**src/rtl/imem_serial_loader_pkg.sv**
```systemverilog
// ----------------------------------------------------------------------------
// imem_serial_loader_pkg
// Shared definitions for the byte-stream IMEM programmer: FSM state
// encoding, frame start marker, instruction memory geometry and the
// address bit that selects between the low and high instruction banks.
// ----------------------------------------------------------------------------
package imem_serial_loader_pkg;

    typedef enum logic [2:0] {
        ST_IDLE = 3'd0,
        ST_CNT  = 3'd1,
        ST_HI   = 3'd2,
        ST_LO   = 3'd3,
        ST_WR   = 3'd4,
        ST_CHK  = 3'd5,
        ST_DONE = 3'd6,
        ST_ERR  = 3'd7
    } loader_state_t;

    localparam logic [7:0] SYNC_BYTE_VAL = 8'hA5;
    localparam int         IMEM_DEPTH    = 32;
    localparam int         IMEM_WORD_W   = 16;
    // addr[BANK_BIT] picks the bank, addr[BANK_BIT-1:0] is the word index
    localparam int         BANK_BIT      = 4;

endpackage

```
**src/rtl/imem_serial_loader.sv**
```systemverilog
// ----------------------------------------------------------------------------
// imem_serial_loader
// Receives a framed byte stream (SYNC, COUNT, COUNT x {hi, lo}, XOR checksum)
// and writes the words into two 16-word instruction banks. The CPU is held
// in reset from the moment a sync byte is accepted until the frame finishes.
//
// Ports
//   CLOCK             in   system clock, rising edge
//   RESET             in   asynchronous active-high reset
//   BYTE_IN[7:0]      in   incoming byte
//   BYTE_VALID        in   BYTE_IN valid (transfer on BYTE_VALID & BYTE_READY)
//   BYTE_READY        out  loader accepts a byte this cycle (low only in WR)
//   IMEM_INPUT[15:0]  out  word to write, shared by both banks
//   WRITE_SELECT[3:0] out  word index within the selected bank
//   WRITE_ENABLE_LOW  out  one-cycle write strobe for addresses 0-15
//   WRITE_ENABLE_HIGH out  one-cycle write strobe for addresses 16-31
//   CPU_HOLD          out  high while a frame is being loaded
//   DONE              out  sticky: last frame loaded with good checksum
//   ERROR             out  sticky: last frame rejected (count or checksum)
// ----------------------------------------------------------------------------
module imem_serial_loader
    import imem_serial_loader_pkg::*;
#(
    parameter logic [7:0] SYNC_BYTE = SYNC_BYTE_VAL,
    parameter int         DEPTH     = IMEM_DEPTH,
    parameter int         WORD_W    = IMEM_WORD_W
) (
    input  logic              CLOCK,
    input  logic              RESET,
    input  logic [7:0]        BYTE_IN,
    input  logic              BYTE_VALID,
    output logic              BYTE_READY,
    output logic [WORD_W-1:0] IMEM_INPUT,
    output logic [3:0]        WRITE_SELECT,
    output logic              WRITE_ENABLE_LOW,
    output logic              WRITE_ENABLE_HIGH,
    output logic              CPU_HOLD,
    output logic              DONE,
    output logic              ERROR
);

    localparam int         ADDR_W  = $clog2(DEPTH);
    localparam int         REM_W   = $clog2(DEPTH + 1);
    localparam logic [7:0] DEPTH_B = 8'(DEPTH);

    loader_state_t     r_state;
    logic [ADDR_W-1:0] r_addr;
    logic [REM_W-1:0]  r_remaining;
    logic [7:0]        r_chk;
    logic [7:0]        r_hi;
    logic [WORD_W-1:0] r_imem_input;
    logic [3:0]        r_write_select;
    logic              r_we_low;
    logic              r_we_high;
    logic              r_cpu_hold;
    logic              r_done;
    logic              r_error;

    logic w_ready;
    logic w_accept;

    // Only the write cycle refuses bytes; everything else is a byte state.
    assign w_ready  = (r_state != ST_WR);
    assign w_accept = BYTE_VALID & w_ready;

    always_ff @(posedge CLOCK or posedge RESET) begin
        if (RESET) begin
            r_state        <= ST_IDLE;
            r_addr         <= '0;
            r_remaining    <= '0;
            r_chk          <= '0;
            r_hi           <= '0;
            r_imem_input   <= '0;
            r_write_select <= '0;
            r_we_low       <= 1'b0;
            r_we_high      <= 1'b0;
            r_cpu_hold     <= 1'b0;
            r_done         <= 1'b0;
            r_error        <= 1'b0;
        end else begin
            // Strobes are single-cycle: set on the lo-byte accept so they are
            // high exactly during the WR cycle, then dropped here.
            r_we_low  <= 1'b0;
            r_we_high <= 1'b0;
            case (r_state)
                ST_IDLE, ST_DONE, ST_ERR: begin
                    if (w_accept && BYTE_IN == SYNC_BYTE) begin
                        r_state    <= ST_CNT;
                        r_cpu_hold <= 1'b1;
                        r_done     <= 1'b0;
                        r_error    <= 1'b0;
                        r_addr     <= '0;
                        r_chk      <= '0;
                    end
                end
                ST_CNT: begin
                    if (w_accept) begin
                        if (BYTE_IN == 8'd0 || BYTE_IN > DEPTH_B) begin
                            r_state    <= ST_ERR;
                            r_error    <= 1'b1;
                            r_cpu_hold <= 1'b0;
                        end else begin
                            r_remaining <= BYTE_IN[REM_W-1:0];
                            r_state     <= ST_HI;
                        end
                    end
                end
                ST_HI: begin
                    if (w_accept) begin
                        r_hi    <= BYTE_IN;
                        r_chk   <= r_chk ^ BYTE_IN;
                        r_state <= ST_LO;
                    end
                end
                ST_LO: begin
                    if (w_accept) begin
                        r_chk          <= r_chk ^ BYTE_IN;
                        r_imem_input   <= {r_hi, BYTE_IN};
                        r_write_select <= r_addr[BANK_BIT-1:0];
                        r_we_low       <= ~r_addr[BANK_BIT];
                        r_we_high      <= r_addr[BANK_BIT];
                        r_state        <= ST_WR;
                    end
                end
                ST_WR: begin
                    r_addr      <= r_addr + 1'b1;
                    r_remaining <= r_remaining - 1'b1;
                    r_state     <= (r_remaining == REM_W'(1)) ? ST_CHK : ST_HI;
                end
                ST_CHK: begin
                    if (w_accept) begin
                        r_cpu_hold <= 1'b0;
                        if (BYTE_IN == r_chk) begin
                            r_done  <= 1'b1;
                            r_state <= ST_DONE;
                        end else begin
                            r_error <= 1'b1;
                            r_state <= ST_ERR;
                        end
                    end
                end
                default: r_state <= ST_IDLE;
            endcase
        end
    end

    assign BYTE_READY        = w_ready;
    assign IMEM_INPUT        = r_imem_input;
    assign WRITE_SELECT      = r_write_select;
    assign WRITE_ENABLE_LOW  = r_we_low;
    assign WRITE_ENABLE_HIGH = r_we_high;
    assign CPU_HOLD          = r_cpu_hold;
    assign DONE              = r_done;
    assign ERROR             = r_error;

endmodule

```
**config.mk**
```make
export PLATFORM = sky130hd
export DESIGN_NAME = imem_serial_loader
export DESIGN_NICKNAME = d
export VERILOG_FILES = /design/src/rtl/imem_serial_loader_pkg.sv /design/src/rtl/imem_serial_loader.sv
export SDC_FILE = /design/constraint.sdc
export NUM_CORES = 1
export LEC_CHECK = 0
export BUFFER_PORTS_ARGS = -buffer_cell sky130_fd_sc_hd__buf_2
export CORE_MARGIN = 2
export CORE_UTILIZATION = 57
export DETAILED_ROUTE_END_ITERATION = 10
export PLACE_DENSITY_LB_ADDON = 0.05
export SLEW_MARGIN = 10
export SYNTH_ARGS = -nofsm -noshare
export SYNTH_HDL_FRONTEND = slang
export SYNTH_SLANG_ARGS = --single-unit
```
**constraint.sdc**
```tcl
create_clock -name CLOCK -period 2.2 [get_ports CLOCK]
set_input_delay 0.44 -clock CLOCK [delete_from_list [all_inputs] [get_ports CLOCK]]
set_output_delay 0.44 -clock CLOCK [all_outputs]
set_load 0.05 [all_outputs]
```
==> results of run 1 <==
==> stage by stage <==
stage                     area (um2)  std cells
after floorplan                 2650        250
after global placement          3020        347
after detailed placement        3020        347
after CTS                       3100        355
after global routing            3100        355
final                           3100        355
==> cells in the mapped netlist (8+ instances only) <==
library cell / number / area, um2
sky130_fd_sc_hd__mux2_2: 28 / 315
sky130_fd_sc_hd__nand2b_1: 9 / 56.3
sky130_fd_sc_hd__o21ai_0: 32 / 160
sky130_fd_sc_hd__clkbuf_1: 8 / 30.0
sky130_fd_sc_hd__dfrtp_1: 55 / 1380
sky130_fd_sc_hd__nand2_1: 15 / 56.3
sky130_fd_sc_hd__a21oi_1: 9 / 45.0
sky130_fd_sc_hd__inv_1: 11 / 41.3
sky130_fd_sc_hd__nand3_1: 9 / 45.0
sky130_fd_sc_hd__nor2_1: 12 / 45.0
==> layout make-up <==
type / count / area, um2
clock buffer: 6 / 72.6
clock inverter: 2 / 12.5
fill: 340 / 1310
inverter: 12 / 45.0
multi-input combinational: 173 / 1190
sequential: 55 / 1380
tap: 52 / 65.1
timing repair buffer: 55 / 335
==> worst max-delay path by stage <==
stage | slack [ps] | to | depth (start not counted) | from
after CTS | 220 | BYTE_READY | 5 | r_state[2]$_DFFE_PP0P_
after global placement | 20 | r_addr[3]$_DFFE_PP0P_ | 6 | BYTE_IN[1]
after floorplan | 180 | r_addr[3]$_DFFE_PP0P_ | 5 | BYTE_IN[1]
after detailed placement | 5 | r_addr[4]$_DFFE_PP0P_ | 6 | BYTE_IN[1]
after global routing | 80 | BYTE_READY | 5 | r_state[2]$_DFFE_PP0P_
final | 210 | BYTE_READY | 5 | r_state[2]$_DFFE_PP0P_
==> registers in the layout, summed over array words and instances, names as in the netlist <==
signal and cells:
CPU_HOLD 1, DONE 1, ERROR 1, IMEM_INPUT 16, WRITE_ENABLE_HIGH 1, WRITE_ENABLE_LOW 1, WRITE_SELECT 4, r_addr 5
r_chk 8, r_hi 8, r_remaining 6, r_state 3
==> metal layers <==
layer,wire (um),vias to the layer above
li1,-,1009
met1,2850,1050
met2,2730,53
met5,0,-
met3,237,8
met4,48,0
==> cells by family after synthesis <==
| logic type | after synthesis | synth area share [%] |
|---|---|---|
| multiplexers | 30 | 12.6 |
| buffers and inverters | 22 | 3.11 |
| XOR/XNOR | 2 | 0.660 |
| AO/OA/AOI/OAI | 67 | 15.5 |
| AND/OR/NAND/NOR | 70 | 14.4 |
| flip-flops | 55 | 51.9 |
| adder cells (fa/ha/maj) | 4 | 1.84 |
==> power by group <==
part | leakage [nW] | internal, mW | switching [mW] | total, mW
clock network | 0.0412 | 0.223 | 0.317 | 0.540
registers | 0.663 | 1.44 | 0.277 | 1.71
logic | 0.688 | 0.704 | 1.35 | 2.05
==> results, run 1 <==
- The critical register-to-register path endpoint is r_remaining[5]$_DFFE_PP0P_.
- The flow ran to the end, and the final reports show no timing, DRC or antenna violations.
- The tightest hold path in the finished design has a slack of approximately 160 ps.
- The number of CTS-inserted buffers is 5.
- The clock tree root driver cell is sky130_fd_sc_hd__clkbuf_8.
- The via count of the first global-routing pass came to 1981.
- The sum of negative setup slack is 0 ps.
- The number of cells traversed by the worst register-to-register path is 7.
- The clock tree from TritonCTS is yes.
- The post-detailed-route wirelength per cell is between 15 and 20 um.
- At the end of routability-driven placement, the weighted congestion stood at 0.933.
- The I/O pin count is 37.
- The family with the most delay on the worst path is buffers and inverters.
- STA classifies the critical path startpoint as a flop.
- The overall power consumption is about 4.3 mW.
- The first-pass GRT wire length is 9.72 mm.
- For this run, the top clock speed supported by timing is between 500 and 600 MHz.
- After synthesis, the share of flip-flops with an asynchronous set or reset is 100%.
- The largest vdd supply drop is roughly 0.92 mV.
- STA classifies the critical path endpoint as an output pin.
- The number of hold violations in the final report is 0.
- After clock tree synthesis, the clock-pin slew on the worst setup and hold paths is 100 ps.
- Setup repair after global routing left no endpoint under its margin.
- The buffer depth of the longest clock path is 2.
- The proportion of layout cells with a drive suffix above 1 is 31.7%.
- The warning count from the yosys run is 0.
- Leaving out fill and tap cells, the most frequent cell in the layout is sky130_fd_sc_hd__dfrtp_1.
- The pin count of the biggest net entering global routing is 35.
- The die is 72.2 um wide.
- The count of final max-slew check failures is 0.
- For this design the static power due to leakage is 1.39 nW.
- The repair_antennas step left the layout with diodes totalling 0.
- Headroom to the max-slew limit came out at 63.1%.
- For met2 alone, demand over resource in global routing was 36.8%.
- For this run, the share of the core covered by cells in the final layout is 70.3%.
- The tree built by TritonCTS fans out to 55 sinks.
- The DRC marker count from the first detailed-route iteration is around 210.
- After global routing, the most crowded layer is met2.
- Counting both buffers and inverters, the worst setup path holds a total of 3.
- Input and output buffers added on the ports amount to 36.
- The worst slack after detailed placement is 4.61 ps.
- In this run, synthesis produced a sequential element count of 55.
- The internal reg-to-reg setup slack is 330 ps.
- The netlist area before placement is 2650 um2.
- The vias per cell is around 6.0.
- Along the worst path, the maximum fanout reaches 8.
- The startpoint of the worst register-to-register path is r_state[2]$_DFFE_PP0P_.
- The signal on the critical path passes through nand2b_1 > nor2_2 > inv_1 > buf_4 > buf_2.
- The master of the slowest instance on the critical path is sky130_fd_sc_hd__dfrtp_1.
- STA puts the critical path data required time at 1760 ps.
- The detailed-route via count is 2120.
- The tightest min-delay check is of the in2async type.
- The final critical-path setup slack is ~210 ps.
- In the routed design, unresolved DRC markers number 0.
- After clock tree synthesis, the setup repair step added 0 buffers.
- The type of the worst setup path is reg2out.
- The placed wire-length estimate after detailed placement is approximately 4.3 mm.
- The number of nets produced by synthesis is 264.
- The area added between synthesis and finish is 16.9%.
- The cts-stage hold buffer count is 0.
- Measured along the y axis, the die boundary spans approximately 72 um.
- The total routed wirelength is 5.86 mm.
- STA puts the critical path data arrival time at 1550 ps.
- Leaving out fill and tap cells, the most frequent cells in the layout are sky130_fd_sc_hd__dfrtp_1 (55), sky130_fd_sc_hd__buf_2 (36), sky130_fd_sc_hd__o21ai_0 (32).
- The ratio of final minimum period to clock period is 90.5%.
- The clock latency of the later-clocked register in the worst-skew pair is 300 ps.
- The largest stage delay on the critical path is about 480 ps.
- In this run the power density over the cells is about 1400 nW/um2.
- The routing usage on met3 is 4.31%.
- The number of antenna violations at the first check in global routing is 0.
- Setup violations remaining at the end of the flow were counted as 0.
- The proportion of synthesized chip area in sequential cells is 51.9%.
- The cell count after synthesis came out at 250.
- Global routing used 24.2% of the available tracks.
- The actual transition at the worst max-transition pin is 554 ps.
- The average footprint of a synthesized cell is 10.6 um2.
- Counting flops with a built-in enable in the synthesized netlist gives 0.
- The most used flip-flop cell after synthesis is sky130_fd_sc_hd__dfrtp_1.
- The core region area is 4410 um2.
- The met1 routing resource usage after global routing is around 36%.
- The placement row count is 24.
- After the last flow step, the layout net total stands at roughly 320.
- The number of gates resized after CTS was 0.
- The number of H-tree levels is 2.
- The number of library cell types mapped by synthesis is 47.
- The number of antenna-violating nets in the routed design is 0.
- The count of TritonRoute iterations in the first routing pass is 4.
- The total overflow left after global routing is 0.
- Max-cap violations in this run came to 0.
- The initial utilization of the core area, before any placement, comes to 60.1%.
- The die footprint is 5220 um2.
- The final setup skew is 5.58 ps.
- The worst path needs 1990 ps of the cycle, external delays included.
Power figures use the tool's default switching activity.
==> run 2: changes to the inputs <==
Settings changed: CORE_UTILIZATION 57 to 30, CTS_CLUSTER_DIAMETER set to 30.
==> results, run 2 (synthesis gave the netlist of run 1 again) <==
- Outcome: completed (unchanged).
- The final setup skew was 21.5 ps (was 5.58 ps).
- Highest-count cells in the layout ignoring fill and taps: sky130_fd_sc_hd__dfrtp_1 (55), sky130_fd_sc_hd__buf_2 (36), sky130_fd_sc_hd__o21ai_0 (32) (unchanged).
- The type of the worst setup path is reg2out (unchanged).
- The effective utilization at floorplan came to 30.7% (was 60.1%).
- The sequential fraction of design power is 38.8% (was 39.8%).
- The global routing usage on met2 came to 24.2% (was 36.8%).
- The routing usage on met3 was 2.58% (was 4.31%).
- The I/O pin count is 37 (unchanged).
- The routability congestion estimate from global placement is 0.816 (was 0.933).
- The CTS sink count was 55 (unchanged).
- The largest vdd supply drop is 0.614 mV (was 0.916 mV).
- The number of antenna cells inserted is 0 (unchanged).
- The number of max-cap violations is 0 (unchanged).
- The worst-case headroom to the max-slew limit is 57.7% (was 63.1%).
- The clock latency of the later-clocked register in the worst-skew pair came to 330 ps (was 300 ps).
- The post-detailed-route wirelength per cell is 16.4 um (was 16.5 um).
- The post-CTS setup buffer count is 0 (unchanged).
- The count of unresolved DRC violations after routing was 0 (unchanged).
- The number of fill cells is 894 (was 340).
- The global router's overall resource usage is 14.8% (was 24.2%).
- The number of antenna-violating nets in the routed design is 0 (unchanged).
- The clock tree root driver cell is sky130_fd_sc_hd__clkbuf_8 (unchanged).
- The count of final max-slew check failures is 0 (unchanged).
- The buffer depth of the longest clock path is 2 (unchanged).
- The element type at the critical path start was a flop (unchanged).
- The placement row count is 34 (was 24).
- The quantity of I/O buffers inserted on ports is 36 (unchanged).
- The worst slack after detailed placement is -45.6 ps (was 4.61 ps).
- The sum of negative setup slack came to 0 ps (unchanged).
- The ratio of final minimum period to clock period is 91.3% (was 90.5%).
- The number of hold violations in the final report is 0 (unchanged).
- The net load switching power is 1.99 mW (was 1.94 mW).
- The DRC marker count from the first detailed-route iteration is 73 (was 208).
- Unrepaired setup endpoints after global routing: no (unchanged).
- The final non-filler cell total was 414 (was 355).
- The cts-stage hold buffer count is 0 (unchanged).
- The combinational share of power is 46.8% (was 47.7%).
- The most common library cell in the layout ignoring fill and taps is sky130_fd_sc_hd__dfrtp_1 (unchanged).
- The proportion of total power due to net switching came to 45.2% (was 45.1%).
- The vias per cell came to 5.00 (was 5.97).
- The power per cell area is 1370 nW/um2 (was 1390 nW/um2).
- The detailed-route via count was 2072 (was 2120).
- The shortest period the worst path allows came to 2010 ps (was 1990 ps).
- The highest fanout seen on the critical path is 9 (was 8).
- The path category of the worst min-delay check was in2async (unchanged).
- The number of H-tree levels is 2 (unchanged).
- The clock-pin slew reported for the worst setup and hold paths after clock tree synthesis is 120 ps (was 100 ps).
- The final number of setup-violating endpoints is 0 (unchanged).
- The count of TritonRoute iterations in the first routing pass is 4 (unchanged).
- The total instance count after detailed placement is 406 (was 347).
- The kind of end point of the critical path is an output pin (unchanged).
- The die height is 98.1 um (was 72.2 um).
- The required time of the critical path is 1760 ps (about the same).
- The register cell area after layout is 1380 um2 (unchanged).
- The overall power consumption was 4.41 mW (was 4.31 mW).
- The met1 routing resource usage after global routing was 20.1% (was 36.4%).
- The flip-flop count of the largest register, all copies and words added is 16 (unchanged).
- The static leakage power is 1.42 nW (was 1.39 nW).
- The number of antenna violations at the first check in global routing is 0 (unchanged).
- The die footprint is 9610 um2 (was 5220 um2).
- The internal cell power is 2.42 mW (was 2.36 mW).
- The global-route layer with the greatest usage is met2 (unchanged).
- The combined area of the multi-input logic cells is 1190 um2 (unchanged).
- The pin count of the biggest net entering global routing came to 36 (was 35).
- The total overflow reported by the global router is 0 (unchanged).
- The actual transition at the worst max-transition pin came to 635 ps (was 554 ps).
- The total routed wirelength came to 6.79 mm (was 5.86 mm).
- The via count of the first global-routing pass is 1996 (was 1981).
- The endpoint arrival time on the critical path is 1570 ps (was 1550 ps).
- The clock share of power is 14.4% (was 12.5%).
- The count of cells resized by post-cts repair is 0 (unchanged).
- The net total in the final layout is 319 (was 316).
- The instance area at placement is 3120 um2 (was 3020 um2).
- The die boundary width is 98.1 um (was 72.2 um).
- The total non-filler cell area in the finished layout is 3220 um2 (was 3100 um2).
- The placed wire-length estimate after detailed placement is 4.79 mm (was 4.29 mm).
- The core region area came to 8640 um2 (was 4410 um2).
- The clock tree from TritonCTS was yes (unchanged).
- The final critical-path setup slack is 191 ps (was 210 ps).
- The first-pass GRT wire length is 11.1 mm (was 9.72 mm).
- The peak clock frequency supported by timing came to 498 MHz (was 502 MHz).
- The number of CTS-inserted buffers is 5 (unchanged).
- The proportion of layout cells with a drive suffix above 1 is 32.7% (was 31.7%).
- The area added between synthesis and finish is 21.4% (was 16.9%).
## run 2: cell count changes in the layout (fill, tap and decap cells not counted), sizes merged
cell	before	now
buf	55	58
clkinv	2	1
clkinvlp	1	0
inv	11	13
## run 2: critical path: stages, from the launching register on
cell and delay (ps):
sky130_fd_sc_hd__dfrtp_1 520, sky130_fd_sc_hd__nand2b_1 190, sky130_fd_sc_hd__nor2_2 130, sky130_fd_sc_hd__inv_1 60, sky130_fd_sc_hd__buf_4 150, sky130_fd_sc_hd__buf_2 210
## run 2: power groups by stage
stage	sequential, mW	combinational (mW)	clock [mW]
3_5_place_dp	1.73	2.09	0
2_1_floorplan	2.37	0.875	0
6_report	1.71	2.06	0.635
5_1_grt	1.77	2.24	0.702
3_3_place_gp	1.73	2.07	0
4_1_cts	1.71	2.09	0.668
## run 2: path summary, 6_finish.rpt
path,cells after the start,start,slack [ps],end
max,5,r_state[2]$_DFFE_PP0P_,190,BYTE_READY
min,2,RESET,110,IMEM_INPUT[3]$_DFFE_PP0P_
max reg2reg,7,r_state[2]$_DFFE_PP0P_,370,r_remaining[5]$_DFFE_PP0P_
min reg2reg,2,DONE$_DFFE_PP0P_,480,DONE$_DFFE_PP0P_
max in group asynchronous,3,RESET,1490,r_chk[6]$_DFFE_PP0P_
min in group CLOCK,3,BYTE_IN[2],440,r_remaining[2]$_DFFE_PP0P_
## run 2: final cells by class
class / count / share of cell area, %
Clock buffer: 6 / 2.56
Clock inverter: 2 / 0.544
Inverter: 12 / 1.40
Multi-Input combinational cell: 173 / 37.1
Sequential cell: 55 / 42.7
Tap cell: 108 / 4.19
Timing Repair Buffer: 58 / 11.5
## run 2: through the flow
stage | util (%) | hold slack (ps)
2_1_floorplan | - | 445
3_3_place_gp | 36.1 | 476
3_5_place_dp | 36.1 | 466
4_1_cts | 37.3 | 132
5_1_grt | 37.3 | 146
6_report | 37.3 | 114
## run 2: layer usage
layer | vias up | share of wire (%)
met4 | 0 | 1.4
met2 | 31 | 48
met1 | 1018 | 48
met3 | 9 | 2.8
met5 | - | 0
li1 | 1014 | -
